<file path="src/rtl/irq_arbiter.sv">
// Fixed-priority interrupt arbiter for seven edge-triggered sources.
// Sources 0-3 are asynchronous push buttons (2-flop synchronized); sources 4-6
// are clk-synchronous peripheral levels. Rising edges on enabled sources latch
// into pending bits. One source at a time is granted and held until eoi.
//
// Ports:
//   clk          rising-edge clock
//   reset        synchronous active-high reset
//   btn          asynchronous push-button levels (sources 0-3)
//   uart_int     source 4 level
//   eth_1_int    source 5 level
//   eth_2_int    source 6 level
//   irq_mask     per-source enable, 1 = enabled
//   eoi          end-of-interrupt pulse from core
//   overrun_clr  pulse clearing all overrun flags
//   irq          one-hot vector, bit IRQ_BASE+irq_id set while in service
//   irq_id       index of the source in service
//   busy         high while a source is in service
//   overrun      sticky per-source lost-edge flags
module irq_arbiter #(
   parameter int unsigned NUM_SRC  = 7,
   parameter int unsigned IRQ_BASE = 16
) (
   input  logic               clk,
   input  logic               reset,
   input  logic [3:0]         btn,
   input  logic               uart_int,
   input  logic               eth_1_int,
   input  logic               eth_2_int,
   input  logic [NUM_SRC-1:0] irq_mask,
   input  logic               eoi,
   input  logic               overrun_clr,
   output logic [31:0]        irq,
   output logic [2:0]         irq_id,
   output logic               busy,
   output logic [NUM_SRC-1:0] overrun
);

   localparam int unsigned IRQ_W = 32;
   localparam int unsigned ID_W  = 3;
   localparam int unsigned BTN_W = 4;

   typedef enum logic {
      IDLE   = 1'b0,
      ACTIVE = 1'b1
   } state_t;

   state_t             state;
   state_t             state_nxt;

   logic [BTN_W-1:0]   btn_s1;
   logic [BTN_W-1:0]   btn_s2;
   logic [NUM_SRC-1:0] src_lvl;
   logic [NUM_SRC-1:0] prev_lvl;
   logic [NUM_SRC-1:0] src_edge;
   logic [NUM_SRC-1:0] pending;
   logic [NUM_SRC-1:0] pending_nxt;
   logic [NUM_SRC-1:0] overrun_nxt;
   logic [NUM_SRC-1:0] eligible;
   logic [NUM_SRC-1:0] grant_onehot;
   logic [NUM_SRC-1:0] grant_clr;
   logic [ID_W-1:0]    grant_id;
   logic [IRQ_W-1:0]   irq_onehot;
   logic [IRQ_W-1:0]   irq_nxt;
   logic [ID_W-1:0]    irq_id_nxt;
   logic               busy_nxt;
   logic               found;

   // Fixed source map; only buttons go through the synchronizer.
   assign src_lvl  = {eth_2_int, eth_1_int, uart_int, btn_s2};
   assign src_edge = src_lvl & ~prev_lvl;
   assign eligible = pending & irq_mask;

   // Lowest-index eligible source wins.
   always_comb begin
      grant_id     = '0;
      grant_onehot = '0;
      found        = 1'b0;
      for (int i = 0; i < int'(NUM_SRC); i++) begin
         if (eligible[i] && !found) begin
            found           = 1'b1;
            grant_id        = ID_W'(i);
            grant_onehot[i] = 1'b1;
         end
      end
   end

   // Map the granted source onto its irq vector bit.
   always_comb begin
      irq_onehot = '0;
      for (int i = 0; i < int'(NUM_SRC); i++) begin
         if (grant_onehot[i]) irq_onehot[IRQ_BASE + i] = 1'b1;
      end
   end

   // Next state and registered-output values.
   always_comb begin
      state_nxt  = state;
      irq_nxt    = irq;
      irq_id_nxt = irq_id;
      busy_nxt   = busy;
      grant_clr  = '0;
      case (state)
         IDLE: begin
            if (|eligible) begin
               state_nxt  = ACTIVE;
               irq_id_nxt = grant_id;
               irq_nxt    = irq_onehot;
               busy_nxt   = 1'b1;
               grant_clr  = grant_onehot;
            end
         end
         ACTIVE: begin
            // Grant is held regardless of mask changes until eoi.
            if (eoi) begin
               state_nxt = IDLE;
               irq_nxt   = '0;
               busy_nxt  = 1'b0;
            end
         end
         default: begin
            state_nxt = IDLE;
            irq_nxt   = '0;
            busy_nxt  = 1'b0;
         end
      endcase
   end

   // A new edge on a granted source re-pends it; the old event was consumed,
   // so that edge is not an overrun. Masked edges are dropped.
   always_comb begin
      pending_nxt = (pending & ~grant_clr) | (src_edge & irq_mask);
      overrun_nxt = (overrun & ~{NUM_SRC{overrun_clr}})
                  | (src_edge & pending & ~grant_clr);
   end

   // State register and all sequential storage.
   always_ff @(posedge clk) begin
      if (reset) begin
         state    <= IDLE;
         btn_s1   <= '0;
         btn_s2   <= '0;
         prev_lvl <= '0;
         pending  <= '0;
         overrun  <= '0;
         irq      <= '0;
         irq_id   <= '0;
         busy     <= 1'b0;
      end else begin
         state    <= state_nxt;
         btn_s1   <= btn;
         btn_s2   <= btn_s1;
         prev_lvl <= src_lvl;
         pending  <= pending_nxt;
         overrun  <= overrun_nxt;
         irq      <= irq_nxt;
         irq_id   <= irq_id_nxt;
         busy     <= busy_nxt;
      end
   end

endmodule
</file>
<file path="config.mk">
export PLATFORM = sky130hd
export DESIGN_NAME = irq_arbiter
export DESIGN_NICKNAME = d
export VERILOG_FILES = /design/src/rtl/irq_arbiter.sv
export SDC_FILE = /design/constraint.sdc
export NUM_CORES = 1
export LEC_CHECK = 0
export ABC_AREA = 0
export CAP_MARGIN = 0
export CORE_MARGIN = 5
export CORE_UTILIZATION = 40
export DETAILED_ROUTE_END_ITERATION = 8
export PLACE_DENSITY = 0.75
export SETUP_SLACK_MARGIN = 0.4
export SYNTH_ARGS = -nofsm -noshare
export SYNTH_HDL_FRONTEND = slang
export SYNTH_SLANG_ARGS = --single-unit
</file>
<file path="constraint.sdc">
create_clock -name clk -period 1.35 [get_ports clk]
set_input_delay 0.135 -clock clk [delete_from_list [all_inputs] [get_ports clk]]
set_output_delay 0.135 -clock clk [all_outputs]
set_load 0.01 [all_outputs]
</file>
==> results.env, run 1 <==
OUTCOME='finished, final reports clean'
LAYOUT.FILLER_CELLS=392
DIE_HEIGHT_UM=76.6
POST-DP-HPWL_UM=2830
FLOORPLAN.DIE_AREA_SQ_MM=0.00586
REMAINING_DRC_ERRORS=0
LARGEST_STAGE_DELAY_ON_THE_CRITICAL_PATH_NS=0.34
MAXCAPVIOLCOUNT=0
SYNTH_COMPOUND_AREA_FRAC=0.210
ANTENNA_VIOLATIONS_BEFORE_REPAIR=0
PWR_DENSITY_CELL_mW_PER_MM2=1060
GRT_MAX_DEGREE=17
FINALHOLDVIOLCOUNT=0
SYNTH_SIMPLE_GATE_AREA_SHARE=0.197
WORST_SETUP_PATH_START_KIND='flip-flop'
CPMOSTUSEDCELL='buf_4'
POST_DRT_VIA_CELL_RATIO=4.89
CLOCK_POWER_SHARE=0.303
POSTPLACECELLAREA_SQ_MM=0.00227
HOLD-PATH-CELL-COUNT=3
P_COMB_FRAC=0.199
ASYNCSETRESETFLOPFRACSYNTH=0
WL_PER_CELL_UM=13.1
UTILIZATION_AFTER_LAYOUT=0.573
PLACE_CONGESTION=0.772
WORST_PATH_DOMINANT_CELL_FAMILY='compound AO/OA/AOI/OAI gates'
FF2FF_PATH_DEPTH=6
FRACTION_OF_POST_SYNTHESIS_CELL_AREA_IN_THE_TOP_CELL_TYPE_BY_AREA=0.463
NNETSFINAL=271
REGISTER_TO_REGISTER_PATH_SETUP_SLACK_NS=0.01
CRITPATHMAXFANOUT=3
POSTSYNTH.TOPFLOPCELL='dfxtp_1'
FIN_CRIT_NS=1.34
CLK_ROOT_BUFFER_CELL='clkbuf_8'
NET_SW_FRAC=0.263
WORSTSKEWPAIRLATENCY_NS=0.29
TOP_LEVEL_PORTS=61
FINCLKSKEW_NS=0.00595
DR.PASS1.ITERS=4
WORST_CASE_VDD_IR_DROP_mV=0.555
TRITONCTS='built'
CTS-HTREE-LEVELS=2
SYNTH_TOP_FAMILY_BY_AREA='compound AO/OA/AOI/OAI gates'
HP-CLASS='in2reg'
WIRE_LENGTH_OF_THE_FIRST_GLOBAL_ROUTING_PASS_UM=6490
ARRIVAL_NS=1.57
VIAS=1491
REPORT.POWER.TOTAL_W=0.00263
FINAL_DESIGN_AREA_NO_FILL_SQ_MM=0.00248
POWER_FRAC_SEQ=0.499
DRT-INITIAL-DRC-COUNT=81
SYNTH_SEQ_AREA_SHARE=0.463
SYNTH.AREA.TOP_CELLS='dfxtp_1, buf_4, nor2b_1'
SETUP_REPAIR_AFTER_GLOBAL_ROUTING_MISSED_ITS_MARGIN='true'
TIMING.FMAX_GHz=0.746
PERIOD_SHARE=0.993
NUMBER_OF_DISTINCT_STANDARD_CELLS_REFERENCED_BY_THE_SYNTHESIZED_NETLIST=39
POST_SYNTH_XOR_AREA_FRACTION=0
GR-TOTAL-OVERFLOW=0
SYN-INSTANCE-COUNT=186
GRT_TOTAL_USAGE=0.136
POST-SYNTH-TOP-COUNT-CELL='dfxtp_1'
CRITICAL_PATH.REG2REG.STARTPOINT='pending[0]'
ANT_NETS=0
CPMAXSTAGEDELAYCELL='dfxtp_2'
CLOCK-SINKS=41
TIMING.CRITICAL_PATH.TO_TYPE='flip-flop'
NUM_ROWS=24
CRITICAL_PATH_CLASS='reg2reg'
WORST_PATH_BUFFER_PLUS_INVERTER_COUNT=2
PLACEABLE_CORE_AREA_SQ_MM=0.00432
WORSTPATHCELLLIST='buf_4, a22oi_2, a41oi_2, buf_4, o22a_1, nor2_1'
FINAL_MAX_SLEW_VIOL_COUNT=0
SYN2LAYOUT_AREA_GROWTH_PCT=39.7
SYNTH-EDFF-COUNT=0
POWER.LEAKAGE_nW=1.12
CTS_MAX_PATH_BUFFERS=2
IO_BUFFERS=35
HP-START='reset'
POWER.NET_SWITCHING_W=0.000693
VIA_COUNT_OF_THE_FIRST_GLOBAL_ROUTING_PASS=1429
POST_SYNTHESIS_ADDER_CELL_AREA_FRACTION=0
INITIAL_UTILIZATION=0.410
CLK_PIN_SLEW_WORST_PATHS_NS=0.07
CRITICAL_PATH_REQUIRED_NS=1.58
YS_WARN_COUNT=0
MIN_DELAY_WORST_ENDPOINT='btn_s1[3]'
REGTOREGENDPOINT='irq[20]'
SYNTH.AREA.MUX_SHARE=0
CTS-BUFFERS-INSERTED=5
DIODES=0
DIE_WIDTH_UM=76.6
REPORT.FINAL.SETUP_VIOL=0
SYNTH.AVG_CELL_AREA_SQ_UM=9.53
SYN-CELL-AREA_SQ_MM=0.00177
FINAL_LAYOUT_SIZE_SUFFIX_GT1_FRAC=0.427
ROUTED_WIRELENGTH_UM=4010
SYNTH.FF_LATCH_COUNT=41
SYNTH_COMMON_CELLS='dfxtp_1, buf_4, nor2b_1, nand2_1, nor2_1'
SYNTH_LARGEST_AREA_CELL='dfxtp_1'
INTERNAL-POWER_W=0.00194
## cells by family (layout without fill, tap and decap cells)
logic type,count (synthesis),after routing
flip-flops,41,41
AO/OA/AOI/OAI,41,41
other,1,25
buffers and inverters,35,78
AND/OR/NAND/NOR,68,68
## flip-flops by register name, summed over array words and instances (netlist names)
name / flops
irq: 7
irq_id: 3
btn_s1: 4
state: 1
busy: 1
btn_s2: 4
overrun: 7
prev_lvl: 7
pending: 7
## through the flow
step | cells | worst slack, ns | TNS (ns) | hold slack (ns)
3_5_place_dp | 291 | -0.315 | -5.71 | 0.426
5_1_grt | 305 | -0.0449 | -0.199 | 0.344
4_1_cts | 300 | 0.0150 | 0 | 0.382
3_3_place_gp | 291 | -0.287 | -4.99 | 0.419
2_1_floorplan | 210 | 0.0419 | 0 | 0.263
6_report | 305 | 0.00953 | 0 | 0.309
## how the worst max path moves through the flow
stage,from,to,slack (ns),depth (start not counted)
after CTS,pending[0],pending[6],0.02,4
after detailed placement,irq_mask[0],pending[6],-0.31,5
final,pending[0],irq[20],0.01,6
after global routing,pending[0],pending[6],-0.04,4
after global placement,irq_mask[0],pending[6],-0.29,5
after floorplan,pending[0],pending[6],0.04,4
## what timing repair did
item,CTS,global route
resized for setup,97,22
buffers inserted,2,4
hold buffers,0,0
setup endpoints to repair,44,38
cloned,0,1
pin swaps,12,6
## cell type report
| class | instances | area [sq um] | share of cell area |
|---|---|---|---|
| Clock buffer | 7 | 86.3 | 0.0348 |
| Timing Repair Buffer | 67 | 515 | 0.208 |
| Multi-Input combinational cell | 134 | 943 | 0.381 |
| Sequential cell | 41 | 848 | 0.342 |
| Tap cell | 52 | 65.1 | 0.0263 |
| Inverter | 4 | 18.8 | 0.00758 |
## routing by layer
| metal | global-route usage | vias up | wire length, um |
|---|---|---|---|
| met2 | 0.209 | 58 | 1870 |
| met1 | 0.165 | 696 | 1680 |
| met4 | 0.0542 | 0 | 68 |
| met3 | 0.0615 | 8 | 392 |
| met5 | 0 | - | 0 |
| li1 | - | 729 | - |
## layout by cell type (no fill, tap or decap), drive strengths merged
cell type | Yosys | final
buf | 27 | 50
dfxtp | 41 | 41
conb | 1 | 25
nor2b | 22 | 22
nand2 | 18 | 18
nor2 | 14 | 14
clkdlybuf4s50 | 0 | 13
a21oi | 8 | 8
clkbuf | 4 | 7
a22oi | 6 | 6
a22o | 5 | 5
nand3 | 4 | 4
inv | 4 | 3
dlymetal6s2s | 0 | 3
and3 | 3 | 3
a31o | 3 | 3
nor3 | 3 | 3
and2 | 2 | 2
a32oi | 2 | 2
a41oi | 2 | 2
a32o | 2 | 2
o2bb2ai | 2 | 2
nand2b | 2 | 2
clkinvlp | 0 | 1
a221oi | 1 | 1
a311oi | 1 | 1
o22ai | 1 | 1
o22a | 1 | 1
o21ai | 1 | 1
a222oi | 1 | 1
a31oi | 1 | 1
a21boi | 1 | 1
o32ai | 1 | 1
o31ai | 1 | 1
o211a | 1 | 1
dlygate4sd2 | 0 | 1
## worst reg2reg max path, cell delays in order (launching register included)
cell	delay, ns
dfxtp_2	0.34
buf_4	0.15
a22oi_2	0.20
a41oi_2	0.19
buf_4	0.18
o22a_1	0.15
nor2_1	0.07
## power groups by stage
stage	Combinational, W	Clock, W	Sequential [W]
3_3_place_gp	0.000447	0	0.00133
4_1_cts	0.000472	0.000822	0.00131
2_1_floorplan	0.000298	0	0.00133
5_1_grt	0.000570	0.000860	0.00132
6_report	0.000522	0.000796	0.00131
3_5_place_dp	0.000453	0	0.00133
Note: power is estimated with default switching activity, not from simulation.
==> run 2: changes to the inputs <==
--- a/config.mk
+++ b/config.mk
@@ -12,6 +12,7 @@
 export DETAILED_ROUTE_END_ITERATION = 8
 export PLACE_DENSITY = 0.75
 export SETUP_SLACK_MARGIN = 0.4
+export SLEW_MARGIN = 20
 export SYNTH_ARGS = -nofsm -noshare
 export SYNTH_HDL_FRONTEND = slang
 export SYNTH_SLANG_ARGS = --single-unit
==> results of run 2 <==
The final DEF is identical to that of run 1; final timing and power are the same.
